File: src/rtl/mul_div_unit.sv
// Sequential signed 32x32 Booth multiply / 32/32 restoring divide; 33-cycle latency (1 for divide by zero).
// No backpressure: start is ignored while busy, results hold in z_hi/z_lo until the next FIX.
module mul_div_unit #(
  parameter int WIDTH = 32
) (
  input  logic             clock,
  input  logic             clear,
  input  logic             start,
  input  logic             op,
  input  logic [WIDTH-1:0] a,
  input  logic [WIDTH-1:0] b,
  output logic             busy,
  output logic             done,
  output logic             div_zero,
  output logic [WIDTH-1:0] z_hi,
  output logic [WIDTH-1:0] z_lo
);

  localparam int CW = $clog2(WIDTH);
  localparam logic [CW-1:0] CNT_LAST = CW'(WIDTH - 1);

  typedef enum logic [1:0] {IDLE, MUL, DIV, FIX} state_t;

  state_t          state, state_nxt;
  logic [WIDTH:0]  acc_hi;
  logic [WIDTH-1:0] acc_lo;
  logic [WIDTH-1:0] m;
  logic            q_1;
  logic            op_r;
  logic            a_neg;
  logic            b_neg;
  logic            dz;
  logic [CW-1:0]   cnt;

  logic            b_is_zero;
  logic [WIDTH-1:0] a_mag, b_mag;
  logic [WIDTH:0]  booth_sum;
  logic [WIDTH:0]  div_shift, div_trial;
  logic [WIDTH-1:0] quo_fix, rem_fix;

  assign b_is_zero = (b == '0);
  assign a_mag     = a[WIDTH-1] ? -a : a;
  assign b_mag     = b[WIDTH-1] ? -b : b;

  // Booth recoding of {lo[0], q_1}; hi carries one guard bit so -M never overflows.
  always_comb begin
    booth_sum = acc_hi;
    case ({acc_lo[0], q_1})
      2'b01:   booth_sum = acc_hi + {m[WIDTH-1], m};
      2'b10:   booth_sum = acc_hi - {m[WIDTH-1], m};
      default: booth_sum = acc_hi;
    endcase
  end

  assign div_shift = {acc_hi[WIDTH-1:0], acc_lo[WIDTH-1]};
  assign div_trial = div_shift - {1'b0, m};
  assign quo_fix   = (a_neg ^ b_neg) ? -acc_lo : acc_lo;
  assign rem_fix   = a_neg ? -acc_hi[WIDTH-1:0] : acc_hi[WIDTH-1:0];

  always_ff @(posedge clock) begin
    if (!clear) state <= IDLE;
    else        state <= state_nxt;
  end

  always_comb begin
    state_nxt = state;
    case (state)
      IDLE: if (start) state_nxt = !op ? MUL : (b_is_zero ? FIX : DIV);
      MUL:  if (cnt == CNT_LAST) state_nxt = FIX;
      DIV:  if (cnt == CNT_LAST) state_nxt = FIX;
      FIX:  state_nxt = IDLE;
      default: state_nxt = IDLE;
    endcase
  end

  assign busy = (state != IDLE);

  always_ff @(posedge clock) begin
    if (!clear) begin
      acc_hi   <= '0;
      acc_lo   <= '0;
      m        <= '0;
      q_1      <= 1'b0;
      op_r     <= 1'b0;
      a_neg    <= 1'b0;
      b_neg    <= 1'b0;
      dz       <= 1'b0;
      cnt      <= '0;
      done     <= 1'b0;
      div_zero <= 1'b0;
      z_hi     <= '0;
      z_lo     <= '0;
    end else begin
      done <= 1'b0;
      case (state)
        IDLE: if (start) begin
          op_r     <= op;
          a_neg    <= a[WIDTH-1];
          b_neg    <= b[WIDTH-1];
          dz       <= op && b_is_zero;
          div_zero <= 1'b0;
          cnt      <= '0;
          q_1      <= 1'b0;
          acc_hi   <= '0;
          m        <= op ? b_mag : b;
          // Divide by zero keeps the raw dividend in acc_lo for z_hi.
          acc_lo   <= (op && !b_is_zero) ? a_mag : a;
        end
        MUL: begin
          acc_hi <= {booth_sum[WIDTH], booth_sum[WIDTH:1]};
          acc_lo <= {booth_sum[0], acc_lo[WIDTH-1:1]};
          q_1    <= acc_lo[0];
          cnt    <= cnt + 1'b1;
        end
        DIV: begin
          if (!div_trial[WIDTH]) begin
            acc_hi <= div_trial;
            acc_lo <= {acc_lo[WIDTH-2:0], 1'b1};
          end else begin
            acc_hi <= div_shift;
            acc_lo <= {acc_lo[WIDTH-2:0], 1'b0};
          end
          cnt <= cnt + 1'b1;
        end
        FIX: begin
          done <= 1'b1;
          if (dz) begin
            z_lo     <= '1;
            z_hi     <= acc_lo;
            div_zero <= 1'b1;
          end else if (op_r) begin
            z_lo <= quo_fix;
            z_hi <= rem_fix;
          end else begin
            z_lo <= acc_lo;
            z_hi <= acc_hi[WIDTH-1:0];
          end
        end
        default: ;
      endcase
    end
  end

endmodule
File: config.mk
export PLATFORM = sky130hd
export DESIGN_NAME = mul_div_unit
export DESIGN_NICKNAME = d
export VERILOG_FILES = /design/src/rtl/mul_div_unit.sv
export SDC_FILE = /design/constraint.sdc
export NUM_CORES = 1
export LEC_CHECK = 0
export ABC_AREA = 1
export BUFFER_PORTS_ARGS = -buffer_cell sky130_fd_sc_hd__clkbuf_2
export CORE_MARGIN = 4
export CORE_UTILIZATION = 27
export DETAILED_ROUTE_END_ITERATION = 10
export REMOVE_ABC_BUFFERS = 1
export SKIP_LAST_GASP = 1
export SLEW_MARGIN = 30
export SYNTH_ARGS = -nofsm -noshare
export SYNTH_HDL_FRONTEND = slang
export SYNTH_SLANG_ARGS = --single-unit
File: constraint.sdc
create_clock -name clock -period 5.3 [get_ports clock]
set_input_delay 1.06 -clock clock [delete_from_list [all_inputs] [get_ports clock]]
set_output_delay 1.06 -clock clock [all_outputs]
set_load 0.005 [all_outputs]
## Word level (Yosys, flattened, before mapping)

Cells that the tools add are included.

- Register bits after elaboration: 175
- Bits in latches: 0
- Memory bits (writable): 0
- Memory bits (read-only): 0
- Input port bits: 68
- Output and inout bits: 67
- Word-level logic and storage cells: 78
- Memories kept: 0

- $add $sub $neg: 8
- Multiply operators: 0
- Divide/modulo/power cells: 0
- Order comparisons: 0
- Eq/ne operators: 9
- Shift-type cells: 0
- Multiplexer cells: 29
- Bitwise logic cells: 1
- Reductions and logical operators: 17

Operators with widths:

| kind | count |
|---|---|
| 32-bit 2-to-1 mux | 11 |
| 32-bit negation | 4 |
| 33-bit case mux with 3 select lines | 1 |
| 32-bit case mux with 3 select lines | 1 |
| 33-bit 2-to-1 mux | 2 |
| 33-bit case mux with 2 select lines | 1 |
| 33-bit adder | 1 |
| 33-bit by 32-bit subtractor with 33-bit output | 1 |
| 33-bit subtractor | 1 |
| 32-bit zero test | 1 |
| 5-bit case mux with 2 select lines | 1 |
| 2-bit AND reduction | 5 |
| 2-bit nonzero test | 4 |
| 2-bit == test, second input constant | 3 |
| 2-bit 2-to-1 mux | 3 |
| 2-bit case mux with 3 select lines | 1 |
| 5-bit by 1-bit adder with 5-bit output, second input constant | 1 |
| 5-bit == test, second input constant | 1 |
| 1-bit 2-to-1 mux | 5 |
| 5-bit 2-to-1 mux | 1 |
| 2-bit by 1-bit == test with 1-bit output, second input constant | 2 |
| 2-bit inequality test, second input constant | 2 |
| 1-bit case mux with 2 select lines | 2 |
| 3-bit AND reduction | 1 |
| 7 further kinds | 8 |

## Depth between registers and ports, before layout

Gate-level depths: netlist of run 1.

- Word-level depth: 6
- Mapped depth: 30
- Mapped depth without buffers: 30

## Least setup slack after synthesis of run 1

No wires, ideal clock.

- Path type: register to register
- From: reg acc_lo[31]
- To: reg acc_hi[11]
- Library setup time: 0.132 ns
- Arrival time: 2.931 ns
- Required time: 5.168 ns
- Setup slack: 2.237 ns
- Cell stages (with the launch flop): 23
- Buffers on the path: 2
- Clock period less this slack: 3.063 ns
- Path through: dfxtp_1 > inv_1 > ha_1 > inv_1 > fa_1 > nand2_1 > o21ai_1 > nand2_1 > nand2_1 > nand3_1 > nand2_1 > nand2_1 > nand2_1 > a21oi_1 > o21bai_1 > ha_1 > clkbuf_1 > clkbuf_1 > nand2_1 > o211ai_1 > nand2_1 > nand2_1 > a21oi_1

- Longest elaborated chain between the ends: 3

RTL lines:

| item | RTL line | text |
|---|---|---|
| from (decl) | 26 | `logic [WIDTH-1:0] acc_lo;` |
| from (signal assigned) | 107 | `acc_lo <= (op && !b_is_zero) ? a_mag : a;` |
| from (signal assigned) | 111 | `acc_lo <= {booth_sum[0], acc_lo[WIDTH-1:1]};` |
| from (signal assigned) | 118 | `acc_lo <= {acc_lo[WIDTH-2:0], 1'b1};` |
| 33-bit by 32-bit subtractor with 33-bit output | 56 | `assign div_trial = div_shift - {1'b0, m};` |
| 33-bit 2-to-1 mux | 116 | `if (!div_trial[WIDTH]) begin` |
| 33-bit case mux with 3 select lines | 95 | `case (state)` |
| to (signal assigned) | 110 | `acc_hi <= {booth_sum[WIDTH], booth_sum[WIDTH:1]};` |
| to (signal assigned) | 117 | `acc_hi <= div_trial;` |
| to (signal assigned) | 120 | `acc_hi <= div_shift;` |
| to (decl) | 25 | `logic [WIDTH:0] acc_hi;` |

No other way between the ends.
A chain may end at the register's enable or synchronous reset.

## Worst setup path in the final report of run 1

- From: reg acc_lo[31]
- To: reg acc_hi[23]

The elaborated chain is that of the path after synthesis.

==> results of run 1 <==
==> metal layers <==
layer | GRT usage [%] | vias up | part of all wire (%)
met5 | 0 | - | 0
met4 | 7.54 | 0 | 3.9
met3 | 1.90 | 108 | 4.7
met2 | 32.3 | 524 | 47
met1 | 25.1 | 8369 | 44
li1 | - | 9235 | -
==> critical path: cells and delay by family (launching register included) <==
family / cells / cell delay, ns
buf+inv: 4 / 1.11
compound gates: 6 / 0.79
fa+ha+maj: 3 / 0.98
flops: 1 / 0.33
simple gates: 9 / 0.85
==> final timing paths <==
| path | end | depth (start not counted) | from |
|---|---|---|---|
| max | acc_hi[23] | 22 | acc_lo[31] |
| min | z_hi[24] | 2 | z_hi[24] |
| max reg2reg | acc_hi[23] | 22 | acc_lo[31] |
| min reg2reg | z_hi[24] | 2 | z_hi[24] |
==> through the flow <==
step / cell area [sq um] / worst slack [ns]
2_1_floorplan: 15600 / 0.360
6_report: 18100 / 1.17
4_1_cts: 18100 / 1.23
3_3_place_gp: 17400 / 1.34
3_5_place_dp: 17400 / 1.25
5_1_grt: 18100 / 0.837
==> cell families after synthesis <==
family | Yosys count
adders and majority gates | 79
AOI/OAI and AO/OA | 708
DFF | 175
buffers and inverters | 478
xor gates and xnor gates | 87
and+or+nand+nor | 1230
==> cell usage in the layout, fill, tap and decap left out, types with 3 or more instances in the layout <==
cell type / synthesis / final
clkbuf_2: 0 / 133
inv_8: 0 / 4
a31oi_1: 29 / 29
nor3_1: 37 / 37
o22ai_1: 35 / 35
inv_2: 14 / 15
a21o_1: 5 / 5
nor2_2: 5 / 7
inv_6: 0 / 3
clkinv_1: 4 / 6
o211ai_1: 16 / 16
buf_4: 0 / 26
o31ai_1: 5 / 5
clkbuf_16: 0 / 17
nand2_1: 695 / 695
or2_2: 7 / 7
ha_1: 77 / 77
o21ai_0: 193 / 193
nand3_1: 153 / 153
o221ai_1: 18 / 18
inv_1: 351 / 348
o21bai_1: 10 / 10
o21ai_1: 52 / 52
o21a_1: 9 / 9
nor2_1: 265 / 263
nor4_1: 8 / 8
a21oi_1: 326 / 326
and2_1: 3 / 3
dfxtp_1: 175 / 175
a211oi_1: 3 / 3
nand2_2: 4 / 4
xnor2_1: 14 / 14
nand4_1: 28 / 28
nor3_2: 6 / 6
xor2_1: 73 / 73
nand3b_1: 8 / 8
==> sequential cells by signal, indices dropped and copies added (netlist names) <==
register and cells:
acc_hi 33, div_zero 1, dz 1, acc_lo 32, z_hi 32, q_1 1
a_neg 1, op_r 1, z_lo 32, state 2, b_neg 1, done 1
m 32, cnt 5
==> power by group through the flow <==
stage | Clock (mW) | Combinational [mW] | Sequential (mW)
2_1_floorplan | 0 | 3.57 | 1.77
5_1_grt | 1.47 | 5.93 | 1.87
3_3_place_gp | 0 | 5.25 | 1.87
3_5_place_dp | 0 | 5.21 | 1.87
4_1_cts | 1.43 | 5.24 | 1.84
6_report | 1.40 | 5.31 | 1.84
==> cell type report <==
cell class              count  area share (%)
clock buffers              18            2.43
multi-input cells        2104            59.3
repair buffers            160            4.79
well taps                 773            5.35
flip-flops and latches    175            19.4
clock inverters            14            1.05
inverters                 369            7.67
==> impl_metrics.json, run 1 <==
{
  "clock_latency_ns": 0.47,
  "nets": 2974,
  "cts_tree": "done",
  "gp_congestion": 0.968,
  "instances_no_fill": 3613,
  "yosysMostFrequentCell": "nand2_1",
  "multiInputGateArea_sq_um": 10700,
  "firstDrtPassIters": 6,
  "critPathMaxStageDelay_ns": 0.43,
  "arrival_ns": 4.53,
  "antenna_found_initial": 0,
  "worst_pin_slew_ns": 0.827,
  "rows": 89,
  "ys_seq_area_share_pct": 21.9,
  "cp_slowest_cell": "fa_1",
  "synth_compound_area_share_pct": 24.0,
  "layout-drive-gt1-share_pct": 8.35,
  "die_h_um": 252,
  "drt_wl_total_um": 62000,
  "utilization_pct": 30.7,
  "grt-ovfl-total": 0,
  "tns_ns": 0,
  "cts_root_buf": "clkbuf_16",
  "synthSimpleGateAreaFrac_pct": 31.9,
  "finClkSkew_ns": 0.0138,
  "seq_area_sq_um": 3500,
  "rsz0062_at_grt": "no",
  "fp.dieW_um": 252,
  "leakage_nw": 8.48,
  "dpl.hpwl_um": 48300,
  "period_needed_ns": 4.13,
  "synth.avg_cell_area_sq_um": 5.81,
  "routedWlPerCell_um": 17.2,
  "grt_util_all_layers_pct": 19.1,
  "via_per_inst": 5.05,
  "vdd_drop_max_mv": 0.292,
  "dr.first_iter.drc_count": 1647,
  "hold_class": "reg -> reg",
  "h-tree-depth": 4,
  "cts_sinks": 175,
  "grt_pass1_wl_um": 96800,
  "ff2ff_setup_slack_ns": 1.17,
  "synth_flop_cell": "dfxtp_1",
  "postRouteAntennaNets": 0,
  "io_buffers": 134,
  "synth_cells": 2757,
  "yosysTopAreaCellShare_pct": 21.9,
  "final-setup-viol-count": 0,
  "cp.required_ns": 5.70,
  "cts_buffer_depth": 2,
  "hold_viol": 0,
  "seq_power_share_pct": 21.5,
  "synth_fa_ha_area_share_pct": 6.26,
  "relSlewSlack_pct": 44.5,
  "final_max_slew_viol_count": 0,
  "n_fill_cell": 6667,
  "status": "finished clean",
  "die-area_sq_um": 63300,
  "worstSetupEndpointType": "flip-flop",
  "grt_pass1_vias": 17266,
  "synth_edf_count": 0,
  "synth_area_sq_um": 16000,
  "ctsHoldBuffers": 0,
  "post_cts_buffers": 0,
  "holdWs_ns": 0.470,
  "yosys_register_bits": 175,
  "p_int_mw": 3.84,
  "grt_max_degree": 74,
  "synth-xor-area-share_pct": 4.76,
  "core_area_sq_um": 58900,
  "synth_commonest_cells": "nand2_1, inv_1, a21oi_1",
  "total_power_mw": 8.55,
  "worstSetupPathType": "reg -> reg",
  "start_util_pct": 27.2,
  "dp.cells": 3581,
  "synthArstFlopShare_pct": 0,
  "yosysWarnings": 0,
  "synthMuxAreaShare_pct": 0,
  "final.period_utilization_pct": 77.9,
  "cp_max_fo": 17,
  "clk_pin_slew_ns": 0.08,
  "drc": 0,
  "cts_buffers": 17,
  "path_cells": "inv_1 > ha_1 > inv_1 > fa_1 > nand2_1 > o21ai_1 > nand2_1 > nand2_1 > nand3_1 > nand2_1 > nand2_1 > nand2_1 > a21oi_1 > o21bai_1 > ha_1 > clkinv_1 > buf_4 > a21oi_1 > o21ai_0 > nand2_1 > nand2_1 > a21oi_1",
  "ys_types": 50,
  "p_switching_mw": 4.71,
  "via_count": 18236,
  "p_comb_share_pct": 62.1,
  "switching_share_pct": 55.0,
  "area_delta_synth_final_pct": 12.8,
  "path_common_cell": "nand2_1",
  "antennaDiodeCount": 0,
  "p_per_area_nw_per_um2": 473,
  "fmax_ghz": 0.242,
  "synth_area_leaders": "dfxtp_1, nand2_1, a21oi_1",
  "startpoint_type": "flip-flop",
  "yosysTopAreaCell": "dfxtp_1",
  "drv_cap": 0,
  "io_pins": 135,
  "cts_resized": 0,
  "synth_top_family_by_area": "simple AND/OR/NAND/NOR gates",
  "p_clk_share_pct": 16.4
}
(Power assumes the default switching activity.)
==> inputs of run 2 (changes only) <==
- clock period: 5.3 -> 3.8 ns (I/O delays scaled with it)
==> impl_metrics.json, run 2 (synthesis results as in run 1) <==
{
  "status": "finished clean",
  "hold_path_end": "z_hi[31]",
  "antenna_found_initial": 1,
  "fmax_ghz": 0.283,
  "cts_buffers": 17,
  "p_comb_share_pct": 64.2,
  "cts_sinks": 175,
  "area_delta_synth_final_pct": 16.3,
  "min_from": "z_hi[31]",
  "via_per_inst": 5.02,
  "instances_no_fill": 3669,
  "via_count": 18404,
  "cp_max_fo": 6,
  "die_h_um": 252,
  "hold_class": "reg -> reg",
  "io_buffers": 134,
  "r2r-start": "m[1]",
  "clk_pin_slew_ns": 0.08,
  "worst_pin_slew_ns": 0.742,
  "postRouteAntennaNets": 0,
  "dpl.hpwl_um": 48600,
  "cts_buffer_depth": 2,
  "regMostFlops": "acc_hi",
  "hold_viol": 0,
  "grt_pass1_vias": 16790,
  "die-area_sq_um": 63300,
  "core_area_sq_um": 58900,
  "leakage_nw": 8.79,
  "finClkSkew_ns": 0.0229,
  "start_util_pct": 27.2,
  "io_pins": 135,
  "rows": 89,
  "min_path_cells": 2,
  "relSlewSlack_pct": 50.3,
  "worstSetupEndpointType": "flip-flop",
  "final.period_utilization_pct": 93.0,
  "largest_register_ffs": 33,
  "p_clk_share_pct": 15.0,
  "final_max_slew_viol_count": 0,
  "dpl_worst_slack_ns": 0.0928,
  "grt_max_degree": 93,
  "cts_root_buf": "clkbuf_16",
  "worst_slack_ns": 0.268,
  "grt-ovfl-total": 0,
  "gp_congestion": 0.970,
  "postPlaceCellArea_sq_um": 17900,
  "stdcell_area_sq_um": 18600,
  "cp.required_ns": 4.21,
  "final_cell_mix": "nand2_1, inv_1, a21oi_1",
  "period_needed_ns": 3.53,
  "final-setup-viol-count": 0,
  "reg2reg_to": "acc_hi[26]",
  "p_switching_mw": 6.55,
  "clock_latency_ns": 0.47,
  "drt_wl_total_um": 61600,
  "arrival_ns": 3.94,
  "p_int_mw": 5.55,
  "grt_pass1_wl_um": 93900,
  "switching_share_pct": 54.2,
  "layout-drive-gt1-share_pct": 11.1,
  "mostFrequentLayoutCell": "nand2_1",
  "firstDrtPassIters": 6,
  "worstSetupPathType": "reg -> reg",
  "routedWlPerCell_um": 16.8,
  "seq_power_share_pct": 20.8,
  "h-tree-depth": 4,
  "dr.first_iter.drc_count": 1431,
  "cts_tree": "done",
  "p_per_area_nw_per_um2": 649,
  "drv_cap": 0,
  "ff2ff_setup_slack_ns": 0.27,
  "ctsHoldBuffers": 0,
  "antennaDiodeCount": 0,
  "grt_util_all_layers_pct": 18.7,
  "n_fill_cell": 6576,
  "dp.cells": 3637,
  "post_cts_buffers": 0,
  "startpoint_type": "flip-flop",
  "rsz0062_at_grt": "yes",
  "vdd_drop_max_mv": 0.445,
  "fp.dieW_um": 252,
  "nets": 3030,
  "drc": 0,
  "rr_worst_depth": 27
}
-- run 2: timing repair --
action                                  CTS  global route
endpoints found under the setup margin    0            12
hold endpoints to repair                  0             0
gates resized for setup                   0            34
-- run 2: layer usage --
metal | track usage (%) | share of wire [%]
met1 | 23.9 | 43
met4 | 8.86 | 5.0
met2 | 31.8 | 47
met3 | 1.78 | 4.7
met5 | 0 | 0.021
-- run 2: area by class of cell --
type / instances / area, sq um / share of cell area (%)
multi-input combinational: 2104 / 10800 / 58.2
sequential: 175 / 3500 / 18.8
inverter: 369 / 1390 / 7.43
timing repair buffer: 216 / 1360 / 7.30
tap: 773 / 967 / 5.19
clock buffer: 21 / 460 / 2.47
clock inverter: 11 / 120 / 0.644
-- run 2: through the flow --
step	total power [mW]	hold slack, ns	setup TNS [ns]	util (%)
6_report	12.1	0.466	0	31.6
5_1_grt	13.1	0.488	-0.0425	31.6
4_1_cts	12.0	0.470	0	31.4
3_5_place_dp	10.1	0.459	0	30.4
3_3_place_gp	10.1	0.453	0	30.4
2_1_floorplan	7.45	0.445	-31.18	-
-- run 2: how the worst max path moves through the flow --
stage / start / cells after the start / slack (ns) / endpoint
5_1_grt: m[1] / 24 / -0.03 / acc_hi[17]
3_3_place_gp: m[0] / 24 / 0.02 / acc_hi[30]
2_1_floorplan: start / 6 / -0.84 / acc_lo[10]
3_5_place_dp: m[0] / 24 / 0.09 / acc_hi[30]
6_report: m[1] / 27 / 0.27 / acc_hi[26]
4_1_cts: m[0] / 24 / 0.07 / acc_hi[30]
-- run 2: worst max-delay path, stage by stage, from the launching register on --
cell      delay (ns)
dfxtp_1         0.32
inv_2           0.10
nand3_1         0.10
nor2_1          0.09
nand2_1         0.08
nor2_2          0.10
nand3_1         0.09
nand3b_1        0.23
nor2_4          0.24
nand3_1         0.13
o21ai_1         0.18
xor2_1          0.16
inv_1           0.08
ha_4            0.30
nand2_1         0.10
nor2_1          0.12
inv_1           0.11
nor2_2          0.15
inv_1           0.06
nor2_2          0.15
nor2_1          0.08
nand2_1         0.07
nand2_1         0.05
nand3_1         0.09
nand2_1         0.06
nand2_1         0.06
nand2_1         0.04
a21oi_1         0.12
-- run 2: power groups by stage --
stage                     registers [mW]  logic [mW]  clock network [mW]
after floorplan                     2.47        4.98                   0
after detailed placement            2.55        7.55                   0
after global routing                2.55        8.63                1.91
final                               2.51        7.77                1.82
after CTS                           2.51        7.59                1.85
after global placement              2.55        7.57                   0
